### src/rtl/trap_sequencer_if.sv
// ----------------------------------------------------------------------------
// trap_sequencer_if
// Purpose : Bundles the Execute-stage control, interrupt and CSR-file signals
//           that connect the trap sequencer to the rest of the pipeline.
// Modports:
//   master - the trap sequencer: receives interrupt/CSR/Execute status and
//            drives pc_sel, flush/kill/stall, trap_req, mepc_o, mcause_o,
//            mret_ack and in_trap.
//   slave  - the surrounding pipeline and CSR file: the opposite direction.
// ----------------------------------------------------------------------------
interface trap_sequencer_if #(
    parameter int XLEN = 32
);
    logic            irq_ext;
    logic            irq_timer;
    logic            mstatus_mie;
    logic            mie_meie;
    logic            mie_mtie;
    logic            valid_E;
    logic [XLEN-1:0] PC_E;
    logic            br_taken_E;
    logic            is_mret_E;
    logic            illegal_E;
    logic            ecall_E;
    logic [1:0]      pc_sel;
    logic            flush_D;
    logic            kill_E;
    logic            stall_F;
    logic            trap_req;
    logic [XLEN-1:0] mepc_o;
    logic [XLEN-1:0] mcause_o;
    logic            mret_ack;
    logic            in_trap;

    modport master (
        input  irq_ext, irq_timer, mstatus_mie, mie_meie, mie_mtie,
        input  valid_E, PC_E, br_taken_E, is_mret_E, illegal_E, ecall_E,
        output pc_sel, flush_D, kill_E, stall_F, trap_req,
        output mepc_o, mcause_o, mret_ack, in_trap
    );

    modport slave (
        output irq_ext, irq_timer, mstatus_mie, mie_meie, mie_mtie,
        output valid_E, PC_E, br_taken_E, is_mret_E, illegal_E, ecall_E,
        input  pc_sel, flush_D, kill_E, stall_F, trap_req,
        input  mepc_o, mcause_o, mret_ack, in_trap
    );
endinterface

### src/rtl/trap_sequencer.sv
// ----------------------------------------------------------------------------
// trap_sequencer
// Purpose : PC-select control for the 3-stage pipeline. Steers fetch between
//           PC+4 (00), the ALU branch target (01) and the CSR epc/vector (10),
//           and sequences exceptions, interrupts and mret: kill Execute, flush
//           Decode, hand mepc/mcause to the CSR file, then redirect fetch.
// Ports   :
//   clk  - system clock, rising edge
//   rst  - asynchronous active-low reset
//   bus  - trap_sequencer_if.master (Execute status, interrupt lines, CSR
//          enables in; pc_sel, flush/kill/stall, trap_req, mepc_o, mcause_o,
//          mret_ack, in_trap out)
// ----------------------------------------------------------------------------
module trap_sequencer #(
    parameter int SYNC_STAGES = 2,
    parameter int XLEN        = 32
) (
    input logic              clk,
    input logic              rst,
    trap_sequencer_if.master bus
);
    typedef enum logic [1:0] {
        RUN      = 2'd0,
        SAVE     = 2'd1,
        REDIRECT = 2'd2
    } state_t;

    localparam logic [XLEN-1:0] CAUSE_ILLEGAL = XLEN'(2);
    localparam logic [XLEN-1:0] CAUSE_ECALL   = XLEN'(11);
    localparam logic [XLEN-1:0] CAUSE_EXT     = {1'b1, (XLEN-1)'(11)};
    localparam logic [XLEN-1:0] CAUSE_TIMER   = {1'b1, (XLEN-1)'(7)};

    state_t                 r_state;
    state_t                 w_state_nxt;
    logic [SYNC_STAGES-1:0] r_irq_sync;
    logic                   r_in_trap;
    logic                   r_trap_req;
    logic [XLEN-1:0]        r_mepc;
    logic [XLEN-1:0]        r_mcause;

    logic                   w_irq_ext_s;
    logic                   w_ext_p;
    logic                   w_tmr_p;
    logic                   w_exc;
    logic                   w_intr;
    logic                   w_take;
    logic                   w_mret;
    logic [XLEN-1:0]        w_cause;
    logic [1:0]             w_pc_sel;
    logic                   w_flush_D;
    logic                   w_kill_E;
    logic                   w_stall_F;
    logic                   w_mret_ack;

    assign w_irq_ext_s = r_irq_sync[SYNC_STAGES-1];
    assign w_ext_p     = w_irq_ext_s & bus.mie_meie & bus.mstatus_mie & ~r_in_trap;
    assign w_tmr_p     = bus.irq_timer & bus.mie_mtie & bus.mstatus_mie & ~r_in_trap;
    assign w_exc       = bus.valid_E & (bus.illegal_E | bus.ecall_E);
    // An mret cycle never takes an interrupt, so in_trap is already clear
    // before the next pending interrupt can be accepted.
    assign w_intr      = bus.valid_E & ~w_exc & ~bus.is_mret_E & (w_ext_p | w_tmr_p);
    assign w_take      = w_exc | w_intr;
    assign w_mret      = bus.valid_E & bus.is_mret_E & ~w_exc;

    // Cause priority: exception (illegal before ecall) > external > timer.
    always_comb begin
        w_cause = CAUSE_TIMER;
        if (w_exc) begin
            w_cause = bus.illegal_E ? CAUSE_ILLEGAL : CAUSE_ECALL;
        end else if (w_ext_p) begin
            w_cause = CAUSE_EXT;
        end
    end

    always_ff @(posedge clk or negedge rst) begin
        if (!rst) begin
            r_state    <= RUN;
            r_irq_sync <= '0;
            r_in_trap  <= 1'b0;
            r_trap_req <= 1'b0;
            r_mepc     <= '0;
            r_mcause   <= '0;
        end else begin
            r_state    <= w_state_nxt;
            r_irq_sync <= {r_irq_sync[SYNC_STAGES-2:0], bus.irq_ext};
            // trap_req is high exactly while the FSM sits in SAVE.
            r_trap_req <= (r_state == RUN) && w_take;
            if ((r_state == RUN) && w_take) begin
                r_mepc   <= bus.PC_E;
                r_mcause <= w_cause;
            end
            if (r_state == SAVE) begin
                r_in_trap <= 1'b1;
            end else if ((r_state == RUN) && w_mret) begin
                r_in_trap <= 1'b0;
            end
        end
    end

    always_comb begin
        w_state_nxt = r_state;
        w_pc_sel    = 2'b00;
        w_flush_D   = 1'b0;
        w_kill_E    = 1'b0;
        w_stall_F   = 1'b0;
        w_mret_ack  = 1'b0;
        // Outputs held quiet while reset is asserted, whatever Execute shows.
        if (rst) begin
            case (r_state)
                RUN: begin
                    if (w_take) begin
                        // Trap wins over any taken branch in the same cycle.
                        w_kill_E    = 1'b1;
                        w_flush_D   = 1'b1;
                        w_stall_F   = 1'b1;
                        w_state_nxt = SAVE;
                    end else if (w_mret) begin
                        w_pc_sel   = 2'b10;
                        w_flush_D  = 1'b1;
                        w_mret_ack = 1'b1;
                    end else begin
                        w_pc_sel  = {1'b0, bus.br_taken_E & bus.valid_E};
                        w_flush_D = bus.br_taken_E & bus.valid_E;
                    end
                end
                SAVE: begin
                    w_stall_F   = 1'b1;
                    w_flush_D   = 1'b1;
                    w_kill_E    = 1'b1;
                    w_state_nxt = REDIRECT;
                end
                REDIRECT: begin
                    // CSR file now presents mtvec on epc.
                    w_pc_sel    = 2'b10;
                    w_flush_D   = 1'b1;
                    w_kill_E    = 1'b1;
                    w_state_nxt = RUN;
                end
                default: begin
                    w_state_nxt = RUN;
                end
            endcase
        end
    end

    assign bus.pc_sel   = w_pc_sel;
    assign bus.flush_D  = w_flush_D;
    assign bus.kill_E   = w_kill_E;
    assign bus.stall_F  = w_stall_F;
    assign bus.mret_ack = w_mret_ack;
    assign bus.trap_req = r_trap_req;
    assign bus.mepc_o   = r_mepc;
    assign bus.mcause_o = r_mcause;
    assign bus.in_trap  = r_in_trap;
endmodule

### src/flat_wrapper.sv
// flat-port wrapper written by rule: the top's interface ports become plain ports
module trap_sequencer_flat 
#(
    parameter int SYNC_STAGES = 2,
    parameter int XLEN        = 32
)
  (clk, rst, bus_irq_ext, bus_irq_timer, bus_mstatus_mie, bus_mie_meie, bus_mie_mtie, bus_valid_E, bus_PC_E, bus_br_taken_E, bus_is_mret_E, bus_illegal_E, bus_ecall_E, bus_pc_sel, bus_flush_D, bus_kill_E, bus_stall_F, bus_trap_req, bus_mepc_o, bus_mcause_o, bus_mret_ack, bus_in_trap);
  trap_sequencer_if #(.XLEN(XLEN)) bus_i ();
  input logic clk;
  input logic rst;
  input wire logic [$bits(bus_i.irq_ext)-1:0] bus_irq_ext;
  input wire logic [$bits(bus_i.irq_timer)-1:0] bus_irq_timer;
  input wire logic [$bits(bus_i.mstatus_mie)-1:0] bus_mstatus_mie;
  input wire logic [$bits(bus_i.mie_meie)-1:0] bus_mie_meie;
  input wire logic [$bits(bus_i.mie_mtie)-1:0] bus_mie_mtie;
  input wire logic [$bits(bus_i.valid_E)-1:0] bus_valid_E;
  input wire logic [$bits(bus_i.PC_E)-1:0] bus_PC_E;
  input wire logic [$bits(bus_i.br_taken_E)-1:0] bus_br_taken_E;
  input wire logic [$bits(bus_i.is_mret_E)-1:0] bus_is_mret_E;
  input wire logic [$bits(bus_i.illegal_E)-1:0] bus_illegal_E;
  input wire logic [$bits(bus_i.ecall_E)-1:0] bus_ecall_E;
  output wire logic [$bits(bus_i.pc_sel)-1:0] bus_pc_sel;
  output wire logic [$bits(bus_i.flush_D)-1:0] bus_flush_D;
  output wire logic [$bits(bus_i.kill_E)-1:0] bus_kill_E;
  output wire logic [$bits(bus_i.stall_F)-1:0] bus_stall_F;
  output wire logic [$bits(bus_i.trap_req)-1:0] bus_trap_req;
  output wire logic [$bits(bus_i.mepc_o)-1:0] bus_mepc_o;
  output wire logic [$bits(bus_i.mcause_o)-1:0] bus_mcause_o;
  output wire logic [$bits(bus_i.mret_ack)-1:0] bus_mret_ack;
  output wire logic [$bits(bus_i.in_trap)-1:0] bus_in_trap;
  assign bus_i.irq_ext = bus_irq_ext;
  assign bus_i.irq_timer = bus_irq_timer;
  assign bus_i.mstatus_mie = bus_mstatus_mie;
  assign bus_i.mie_meie = bus_mie_meie;
  assign bus_i.mie_mtie = bus_mie_mtie;
  assign bus_i.valid_E = bus_valid_E;
  assign bus_i.PC_E = bus_PC_E;
  assign bus_i.br_taken_E = bus_br_taken_E;
  assign bus_i.is_mret_E = bus_is_mret_E;
  assign bus_i.illegal_E = bus_illegal_E;
  assign bus_i.ecall_E = bus_ecall_E;
  assign bus_pc_sel = bus_i.pc_sel;
  assign bus_flush_D = bus_i.flush_D;
  assign bus_kill_E = bus_i.kill_E;
  assign bus_stall_F = bus_i.stall_F;
  assign bus_trap_req = bus_i.trap_req;
  assign bus_mepc_o = bus_i.mepc_o;
  assign bus_mcause_o = bus_i.mcause_o;
  assign bus_mret_ack = bus_i.mret_ack;
  assign bus_in_trap = bus_i.in_trap;
  trap_sequencer #(.SYNC_STAGES(SYNC_STAGES), .XLEN(XLEN)) u_core (.clk(clk), .rst(rst), .bus(bus_i));
endmodule
### config.mk
export PLATFORM = sky130hd
export DESIGN_NAME = trap_sequencer_flat
export DESIGN_NICKNAME = d
export VERILOG_FILES = /design/src/rtl/trap_sequencer_if.sv /design/src/rtl/trap_sequencer.sv /design/src/flat_wrapper.sv
export SDC_FILE = /design/constraint.sdc
export NUM_CORES = 1
export LEC_CHECK = 0
export BUFFER_PORTS_ARGS = -buffer_cell sky130_fd_sc_hd__buf_2
export CAP_MARGIN = 20
export CORE_ASPECT_RATIO = 1.5
export CORE_MARGIN = 3
export CORE_UTILIZATION = 40
export DETAILED_ROUTE_END_ITERATION = 10
export HOLD_SLACK_MARGIN = 0.03
export PLACE_DENSITY = 0.7
export SLEW_MARGIN = 20
export SYNTH_ARGS = -nofsm -noshare
export SYNTH_HDL_FRONTEND = slang
export SYNTH_SLANG_ARGS = --single-unit
### constraint.sdc
create_clock -name clk -period 3.75 [get_ports clk]
set_input_delay 0.375 -clock clk [delete_from_list [all_inputs] [get_ports clk]]
set_output_delay 0.375 -clock clk [all_outputs]
set_load 0.01 [all_outputs]
# Yosys cells after proc, flatten, opt, wreduce, memory -nomap -nowiden
# Index checks and enable logic that the tools add are counted.
# op_classes
eq_ne	3
n_mux	24
bitwise	19
n_reduce_logical	6
# op_table
cell	count
32-bit 2-to-1 mux	1
1-bit bitwise AND	13
1-bit 2-to-1 mux	12
2-bit 2-to-1 mux	4
4-bit 2-to-1 mux	2
2-bit one-hot mux with 2 select lines	2
1-bit one-hot mux with 2 select lines	3
1-bit NOT	3
1-bit OR	3
2-bit by 1-bit equality test with 1-bit output, second input constant	1
2-bit equality test, second input constant	1
1-bit logical AND	2
2-bit zero test	1
2-bit by 1-bit inequality test with 1-bit output, second input constant	1
2-bit AND reduction	1
2-bit nonzero test	1
2-bit OR reduction	1
# word_totals
regBits	70
inputBits	44
wordCells	58

# Depth between registers and ports, before layout
# Gate-level depths: netlist (run 1).
# depth
depth_word	10
mapped_depth	7
ltp_nobuf	6

# Worst setup path after synthesis (run 1)
# OpenSTA, ideal clock, no wires.
# synth_timing
path_kind	register to output
startpoint	register u_core.r_state[1]
endpoint	output port bus_pc_sel[0]
arrival_ps	1522
path_slack_ps	1853
path_stages_with_launch	7
path_cell_list	dfrtp_1 inv_1 ha_1 and2_1 clkbuf_1 nand3_1 nor4_1
# synth_between
elab_chain_cells	3
word_cells_on_any_way	4
cone_classes	eq/ne (1); mux (2); reduce/logical (1)
# synth_lines
element	line	rtl
start: declaration	trap_sequencer.sv:33	state_t r_state;
start signal: assignment	trap_sequencer.sv:84	r_state <= w_state_nxt;
2-bit equality test or 2-bit zero test (tied branches)	trap_sequencer.sv:109	case (r_state)
2-bit one-hot mux with 2 select lines *	trap_sequencer.sv:109	
2-bit 2-to-1 mux *	trap_sequencer.sv:108	if (rst) begin
end: declaration	flat_wrapper.sv:22	output wire logic [$bits(bus_i.pc_sel)-1:0] bus_pc_sel;
# Every way passes the cells marked *; elsewhere a longest branch is shown, timed or not.

# Worst setup path in the final report (run 1)
# layout_timing
startpoint	register u_core.r_state[1]
endpoint	output port bus_kill_E
# layout_between
elab_chain_cells	4
word_cells_on_any_way	6
cone_classes	eq/ne (2); mux (2); reduce/logical (2)
# layout_lines
element	line	rtl
2-bit equality test or 2-bit by 1-bit equality test with 1-bit output (tied branches)	trap_sequencer.sv:109	
2-bit OR reduction (no source line)	--	
1-bit one-hot mux with 2 select lines *	trap_sequencer.sv:109	
1-bit 2-to-1 mux *	trap_sequencer.sv:108	
end: declaration	flat_wrapper.sv:24	output wire logic [$bits(bus_i.kill_E)-1:0] bus_kill_E;
# Marks and branches as above.

==> impl_metrics.ini, run 1 <==
[layout]
final_nets = 301
seqCellArea_mm2 = 0.00108
layout-drive-gt1-share_pct = 52.4
area_delta_synth_final_pct = 21.7
multiInputGateArea_um2 = 886
post_layout_nonfiller_instances = 322
diodes = 0
fillerInstances = 503

[timing]
fin_skew_ns = 0.00545
period_needed_ns = 2.51
hold_viol_final = 0
finalSetupViolations = 0
slew_viol_final = 0
hold_slack_ns = 0.193
worst_slew_pin_slew_ns = 0.752
fin_tns_setup_ns = 0
relSlewSlack_pct = 49.9
rsz0062_at_grt = no
fmax_mhz = 398
fin_crit_sh_pct = 66.9

[setup_path]
worstPathRequired_ns = 3.38
path_max_fanout = 37
reg2regPathDepth = 5
end_kind = output port
crit_end = bus_kill_E
worstReg2RegEnd = u_core.bus.mepc_o[22]$_DFFE_PN0P_
critPathLaunchType = flip-flop
worstPathArrival_ns = 2.14
r2r_slack_ns = 1.67
path_class = flip-flop to output port
crit_path_start = u_core.r_state[1]$_DFFE_PN0P_
reg2reg_from = u_core.r_state[1]$_DFFE_PN0P_

[cts]
numCtsBuffers = 5
clock-sinks = 43
clkLatencyLatePin_ns = 0.29
root_buffer = clkbuf_8
clock_path_buffers = 2
clk_pin_slew_ns = 0.08
cts_tree = done
h-tree-depth = 2

[drt]
drtIter0Drc = 69
ant_nets = 0
via_count = 1425
routed_wl_um = 3940
wl_met1_um = 1570
drc = 0
top_layer = met4
avgRoutedWirePerCell_um = 12.2
met3_length_um = 406
via_per_inst = 4.43
met2_wirelength_um = 1910
drtPass1Iterations = 3

[global_routing]
antenna_found_initial = 0
gr-total-overflow = 0
grt_max_degree = 41
grtUsageTotal_pct = 12.7
grt_pass1_vias = 1316
grt_pass1_wl_um = 6190

[status]
run_status = completed

[logic_synthesis]
async_flop_share_pct = 100
syn_area_per_cell_um2 = 13.4
ys.flop_type = dfrtp_1
synth_seq_area_share_pct = 50.0
synth_edf_count = 0
ys_ff_latch = 43
netlist_instances = 161
netlist_area_mm2 = 0.00215
yosys_warnings = 0
ys_types = 32

[min_path]
hold_class = input port to flip-flop

[place]
io_buffers = 88
gp_congestion = 0.698
dp_cells = 313
dpl.hpwl_um = 2970

[floorplanning]
io_pins = 116
die-area_mm2 = 0.00631
start_util_pct = 41.7
die_w_um = 65.9
die_y_um = 95.8
rows = 32
core_mm2 = 0.00516

[power_and_ir_drop]
p_per_area_mw_per_mm2 = 752
leakagePower_nw = 1.37
vdd_drop_max_mv = 0.334

[flow_run]
max_cap_viol_count = 0
[placed cells by master (no fill, tap or decap), types with 3 or more instances in the layout]
| master | count |
|---|---|
| dfrtp_1 | 43 |
| nand2_1 | 3 |
| mux2_2 | 7 |
| conb_1 | 27 |
| nand3_1 | 5 |
| ha_1 | 4 |
| inv_1 | 8 |
| nor2_1 | 3 |
| mux2_4 | 25 |
| a21oi_1 | 5 |
| buf_2 | 88 |
| o21ai_0 | 6 |
| clkbuf_8 | 5 |
[synth_stat cells (2+ instances only)]
master,number,area (um^2)
dfrtp_1,43,1080
a21oi_1,5,25.0
o21a_1,2,15.0
inv_1,8,30.0
o21ai_0,6,30.0
ha_1,4,50.1
mux2_2,7,78.8
mux2_4,25,375
nand3_1,5,25.0
nor2_1,3,11.3
buf_4,27,203
nand2_1,3,11.3
a21o_1,2,15.0
and2_1,2,12.5
buf_12,2,40.0
[per-layer routing]
layer,up-vias,track usage [%]
li1,675,-
met1,669,16.6
met2,74,19.9
met3,7,3.74
met4,0,4.15
met5,-,0
[metrics by stage]
| stage | total power, mW | cell area, um^2 | util (%) | setup WS, ns |
|---|---|---|---|---|
| 4_1_cts | 2.00 | 2620 | 50.7 | 1.16 |
| 5_1_grt | 2.12 | 2620 | 50.7 | 1.05 |
| 3_5_place_dp | 1.71 | 2520 | 48.9 | 1.50 |
| 2_1_floorplan | 1.44 | 2250 | - | 1.85 |
| 6_report | 1.97 | 2620 | 50.7 | 1.24 |
| 3_3_place_gp | 1.69 | 2520 | 48.9 | 1.58 |
[worst max-delay path, stage by stage (launching register included)]
cell,delay (ns)
dfrtp_1,0.43
inv_1,0.10
ha_1,0.21
nand2_1,0.16
nor2_8,0.62
o21a_1,0.19
buf_2,0.13
[final cells by class]
class | instances | area share, %
well taps | 68 | 3.25
multi-input cells | 105 | 33.8
repair buffers | 90 | 17.5
clock inverters | 2 | 0.478
clock buffers | 6 | 2.77
flip-flops and latches | 43 | 41.1
inverters | 8 | 1.15
[report_power, final]
part	switching, mW	leakage [nW]	internal (mW)
clock network	0.150	0.0412	0.130
registers	0.119	0.508	0.672
logic	0.408	0.820	0.490
[how the worst min path moves through the flow]
stage,endpoint,depth (start not counted),from,slack [ns]
floorplan,u_core.bus.in_trap$_DFFE_PN0P_,0,rst,0.08
global placement,u_core.r_state[1]$_DFFE_PN0P_,1,rst,0.24
detailed placement,u_core.r_state[1]$_DFFE_PN0P_,1,rst,0.24
CTS,u_core.r_irq_sync[0]$_DFF_PN0_,1,bus_irq_ext,0.18
global route,u_core.r_irq_sync[0]$_DFF_PN0_,1,bus_irq_ext,0.18
finish,u_core.r_irq_sync[0]$_DFF_PN0_,1,bus_irq_ext,0.19
[flip-flops by register name, indices dropped and copies added, names as in the netlist]
name	count
u_core.bus.mepc_o	32
u_core.bus.mcause_o	5
u_core.r_irq_sync	2
u_core.r_state	2
u_core.bus.in_trap	1
u_core.bus.trap_req	1
[what timing repair did]
action | CTS | global route
hold buffers | 1 | 0
setup buffers | 0 | 0
hold endpoints to repair | 3 | 0
gates resized for setup | 0 | 0
[logic make-up after synthesis]
| logic type | count (synthesis) | share of synthesized area [%] |
|---|---|---|
| other cells | 1 | 0.174 |
| buf+inv | 39 | 13.4 |
| mux | 32 | 21.1 |
| fa+ha+maj | 4 | 2.33 |
| simple gates | 21 | 6.40 |
| compound gates | 21 | 6.63 |
| flops | 43 | 50.0 |
(Power assumes the default switching activity.)
==> run 2, diff against run 1 <==
Settings changed: ABC_AREA from default to 1, CORE_UTILIZATION 40 to 39, PLACE_DENSITY 0.7 to 0.72.
Clock period 3.75 ns to 2.3 ns, I/O delays scaled along.
==> run 2 against run 1 <==
Against the previous run: utilization increased by 0.71 points; combinational power increased by 36%; power increased by 50%; via count increased by 21%; largest power group is now sequential cells; cell count increased by 24%; sequential power increased by 61%; global-route usage increased by 2.6 points; flip-flop and latch count unchanged; highest routed layer unchanged; synthesized cell count increased by 48%.
==> impl_metrics.ini, run 2 <==
[global_routing]
antenna_found_initial = 0
grt_pass1_wl_um = 7230
gr-total-overflow = 0
grt_pass1_vias = 1623
grt_max_degree = 29
grtUsageTotal_pct = 15.2

[floorplanning]
io_pins = 116
core_mm2 = 0.00489
start_util_pct = 41.0
rows = 31
die_w_um = 64.5
die_y_um = 93.7
die-area_mm2 = 0.00605

[drt]
drc = 0
ant_nets = 0
routed_wl_um = 4430
drtIter0Drc = 93
drtPass1Iterations = 4
via_count = 1723
via_per_inst = 4.33
avgRoutedWirePerCell_um = 11.1

[logic_synthesis]
synth_area_leaders = dfrtp_1 (54%), nand2_1 (23%), buf_4 (11%), ha_1 (2.5%), inv_1 (1.7%)
ys_types = 18
synth_edf_count = 0
ys_ff_latch = 43
async_flop_share_pct = 100
synth.top_cells.by_count = nand2_1 (125), dfrtp_1 (43), buf_4 (28), inv_1 (9), nand3_1 (6)
synth_seq_area_share_pct = 53.8
synth_top_area_share_pct = 53.8
yosysTopAreaCell = dfrtp_1
netlist_instances = 239
netlist_area_mm2 = 0.00200
syn_area_per_cell_um2 = 8.38
yosys_warnings = 0
ys.flop_type = dfrtp_1
synth_most_common_cell = nand2_1

[setup_path]
path_max_fanout = 22
path_class = input port to output port
critPathLaunchType = input port
worstPathRequired_ns = 2.07
end_kind = output port
worstPathArrival_ns = 1.87

[cts]
cts_tree = done
numCtsBuffers = 5
clock_path_buffers = 2
clk_pin_slew_ns = 0.08
h-tree-depth = 2
root_buffer = clkbuf_8
ctsHoldBuffers = 1
clkLatencyLatePin_ns = 0.29
cts-resized-gates = 0
clock-sinks = 43
postCtsSetupRepairBufs = 0

[layout]
largest_reg_flops = 32
layout_commonest_cell = nand2_1
layout-drive-gt1-share_pct = 31.3
fillerInstances = 497
design_area_mm2 = 0.00251
layout_common_cells = nand2_1 (125), buf_2 (88), dfrtp_1 (43)
diodes = 0
area_delta_synth_final_pct = 25.6
final_nets = 379

[min_path]
hold_class = input port to flip-flop

[status]
run_status = completed

[timing]
hold_viol_final = 0
fmax_mhz = 477
fin_skew_ns = 0.00326
slew_viol_final = 0
finalSetupViolations = 0
period_needed_ns = 2.10
fin_tns_setup_ns = 0
rsz0062_at_grt = no
fin_crit_sh_pct = 91.1

[power_and_ir_drop]
vdd_drop_max_mv = 0.569
p_per_area_mw_per_mm2 = 1180
leakagePower_nw = 1.52

[place]
placed_area_mm2 = 0.00241
io_buffers = 88
gp_congestion = 0.760
dpl.hpwl_um = 3380

[flow_run]
max_cap_viol_count = 0
[run 2: changes by cell type after synthesis, moves of 2 or more]
cell / before / now
mux2_2: 7 / 0
o21ai_0: 6 / 2
nand2_1: 3 / 125
mux2_4: 25 / 0
buf_2: 0 / 3
o21a_1: 2 / 0
a21o_1: 2 / 0
and2_1: 2 / 0
buf_12: 2 / 0
[run 2: cell type report]
type	count	area, um^2	share of cell area [%]
clock inverter	2	12.5	0.498
multi-input combinational	177	742	29.5
tap	66	82.6	3.29
timing repair buffer	94	490	19.5
clock buffer	6	72.6	2.89
inverter	10	37.5	1.49
sequential	43	1080	42.8
[run 2: routing by layer]
| layer | vias up | global-route usage, % | part of all wire [%] |
|---|---|---|---|
| met5 | - | 0 | 0 |
| met4 | 0 | 5.47 | 1.3 |
| met3 | 6 | 4.91 | 9.0 |
| met2 | 80 | 27.1 | 52 |
| met1 | 789 | 16.8 | 38 |
| li1 | 848 | - | - |
[run 2: through the flow]
stage                     hold WS (ns)  std cells  total power [mW]  util, %  setup WS, ns
after floorplan                -0.0656        265              2.02        -         0.864
after global placement           0.192        388              2.48     49.3         0.604
after detailed placement         0.203        388              2.52     49.3         0.547
after CTS                       0.0328        397              3.01     51.2         0.167
after global routing             0.113        398              3.23     51.4        0.0330
final                            0.125        398              2.96     51.4         0.204
[run 2: where the power goes]
part	switching, mW	internal (mW)	total, mW
Clock	0.255	0.212	0.467
Sequential	0.180	1.09	1.27
Combinational	0.734	0.487	1.22
Total	1.17	1.79	2.96
[run 2: worst max-delay path, cell delays in order]
cell	delay, ns
dlygate4sd3_1	0.52
buf_2	0.39
inv_1	0.15
or2_2	0.31
a21oi_1	0.11
buf_2	0.14
[run 2: path summary, 6_finish.rpt]
check | startpoint | endpoint | slack [ns] | cells after the start
worst max register to register | u_core.r_state[0]$_DFFE_PN0P_ | u_core.bus.mcause_o[31]$_DFFE_PN0P_ | 0.56 | 7
worst max-delay path | rst | bus_kill_E | 0.20 | 6
worst min register to register | u_core.r_irq_sync[0]$_DFF_PN0_ | u_core.r_irq_sync[1]$_DFF_PN0_ | 0.36 | 0
max in group asynchronous | rst | u_core.r_irq_sync[1]$_DFF_PN0_ | 1.16 | 3
worst min-delay path | bus_PC_E[17] | u_core.bus.mepc_o[17]$_DFFE_PN0P_ | 0.12 | 3
min in group asynchronous | rst | u_core.bus.mepc_o[13]$_DFFE_PN0P_ | 0.42 | 2
[run 2: kinds of logic (layout without fill, tap and decap cells)]
| kind of cell | Yosys count | after routing | share of synthesized area [%] |
|---|---|---|---|
| compound gates | 8 | 8 | 2.31 |
| fa+ha+maj | 4 | 4 | 2.50 |
| buf+inv | 45 | 112 | 14.6 |
| flops | 43 | 43 | 53.7 |
| other cells | 1 | 27 | 0.187 |
| simple gates | 138 | 138 | 26.6 |
==> run 3, diff against run 2 <==
Settings changed: ABC_AREA 1 to default, CORE_UTILIZATION 39 to 40, PLACE_DENSITY 0.72 to 0.73.
==> run 3 against run 2 <==
Against the previous run: critical path depth up 1; count of clock-buffer cells in the layout unchanged; routed wire length down 6.1%; cell count down 18%; clock power down 2%; register-to-register slack worse by 0.12 ns; die area up 4.4%; cell area up 5.5%; critical endpoint unchanged; largest cell class unchanged; highest routed layer unchanged.
==> impl_metrics.ini, run 3 (synthesis gave the netlist of run 1 again) <==
[drt]
avgRoutedWirePerCell_um = 12.8
drtPass1Iterations = 4
drc = 0
via_per_inst = 4.46
ant_nets = 0
drtIter0Drc = 58
via_count = 1454
routed_wl_um = 4160

[timing]
finalSetupViolations = 0
period_needed_ns = 2.15
hold_viol_final = 0
fmax_mhz = 466
fin_tns_setup_ns = 0
fin_skew_ns = 0.00603
rsz0062_at_grt = no
slew_viol_final = 0
fin_crit_sh_pct = 93.3

[floorplanning]
core_mm2 = 0.00516
start_util_pct = 41.7
die_w_um = 65.9
die_y_um = 95.8
die-area_mm2 = 0.00631
rows = 32
io_pins = 116

[global_routing]
gr-total-overflow = 0
grt_pass1_wl_um = 6310
grt_pass1_vias = 1377
grt_max_degree = 27
grtUsageTotal_pct = 12.9
antenna_found_initial = 0

[cts]
numCtsBuffers = 5
cts-resized-gates = 0
h-tree-depth = 2
clock-sinks = 43
clock_path_buffers = 2
cts_tree = done
postCtsSetupRepairBufs = 0
clk_pin_slew_ns = 0.08
clkLatencyLatePin_ns = 0.29
root_buffer = clkbuf_8
ctsHoldBuffers = 1

[place]
io_buffers = 88
gp_congestion = 0.781
dp_cells = 316
dpl.hpwl_um = 3250

[setup_path]
crit_family = buffers and inverters
cpPeakStageDelay_ns = 0.43
crit_slowest_cell = dfrtp_1
worstPathRequired_ns = 2.07
worstPathArrival_ns = 1.92
end_kind = output port
path_class = flip-flop to output port
critPathLaunchType = flip-flop
path_cells = inv_1 -> ha_1 -> nand2_1 -> nor2_8 -> buf_4 -> o21a_1 -> buf_2
r2r_slack_ns = 0.44
critPathBufInv = 3
path_max_fanout = 20

[power_and_ir_drop]
p_per_area_mw_per_mm2 = 1220
vdd_drop_max_mv = 0.570
leakagePower_nw = 1.39

[layout]
layout-drive-gt1-share_pct = 52.7
area_delta_synth_final_pct = 23.3
layout_commonest_cell = buf_2
layout_common_cells = buf_2 (88), dfrtp_1 (43), conb_1 (27)
post_layout_nonfiller_instances = 326
final_nets = 305
largest_reg_flops = 32
diodes = 0

[min_path]
hold_class = input port to flip-flop

[flow_run]
max_cap_viol_count = 0

[status]
run_status = completed
[run 3: worst reg2reg max path: stages, from the launching register on]
cell and delay (ns):
dfrtp_1 0.43, inv_1 0.10, ha_1 0.23, nand2_1 0.17, nor2_8 0.14, buf_4 0.31, mux2_2 0.39
[run 3: power by group]
part           internal, mW  switching, mW  total (mW)
Sequential             1.10          0.191        1.29
Combinational         0.811          0.680        1.49
Clock                 0.212          0.247       0.459
[run 3: layer usage]
metal  vias to the layer above  wire [um]  GRT usage, %  share of wire (%)
met5                         -          0             0                  0
met3                         4        358          2.92                8.6
met2                        72       2230          22.3                 54
met4                         0         40          4.84               0.96
met1                       695       1530          15.4                 37
li1                        683          -             -                  -
[run 3: per-stage QoR]
| stage | worst slack, ns | total power, mW | area [um^2] | hold WS [ns] | util [%] |
|---|---|---|---|---|---|
| after detailed placement | 0.439 | 2.81 | 2550 | 0.260 | 49.3 |
| after CTS | 0.123 | 3.29 | 2640 | 0.0319 | 51.2 |
| after global routing | 0.0143 | 3.46 | 2650 | 0.155 | 51.4 |
| after floorplan | 0.548 | 2.34 | 2250 | -0.0656 | - |
| final | 0.155 | 3.24 | 2650 | 0.168 | 51.4 |
| after global placement | 0.494 | 2.77 | 2550 | 0.248 | 49.3 |
[run 3: final cells by class]
cell class | instances | area [um^2]
clock buffers | 6 | 72.6
clock inverters | 2 | 12.5
fillers | 483 | 2510
inverters | 8 | 30.0
multi-input cells | 105 | 886
flip-flops and latches | 43 | 1080
well taps | 68 | 85.1
repair buffers | 94 | 490
[run 3: final timing paths]
kind                                                startpoint                           endpoint  depth (start not counted)
worst max-delay path             u_core.r_state[1]$_DFFE_PN0P_                         bus_kill_E                          7
max in group asynchronous                                  rst     u_core.r_irq_sync[0]$_DFF_PN0_                          4
worst min-delay path                              bus_PC_E[20]  u_core.bus.mepc_o[20]$_DFFE_PN0P_                          2
min in group asynchronous                                  rst     u_core.bus.in_trap$_DFFE_PN0P_                          3
worst max register to register   u_core.r_state[1]$_DFFE_PN0P_  u_core.bus.mepc_o[24]$_DFFE_PN0P_                          6
worst min register to register  u_core.r_irq_sync[0]$_DFF_PN0_     u_core.r_irq_sync[1]$_DFF_PN0_                          0
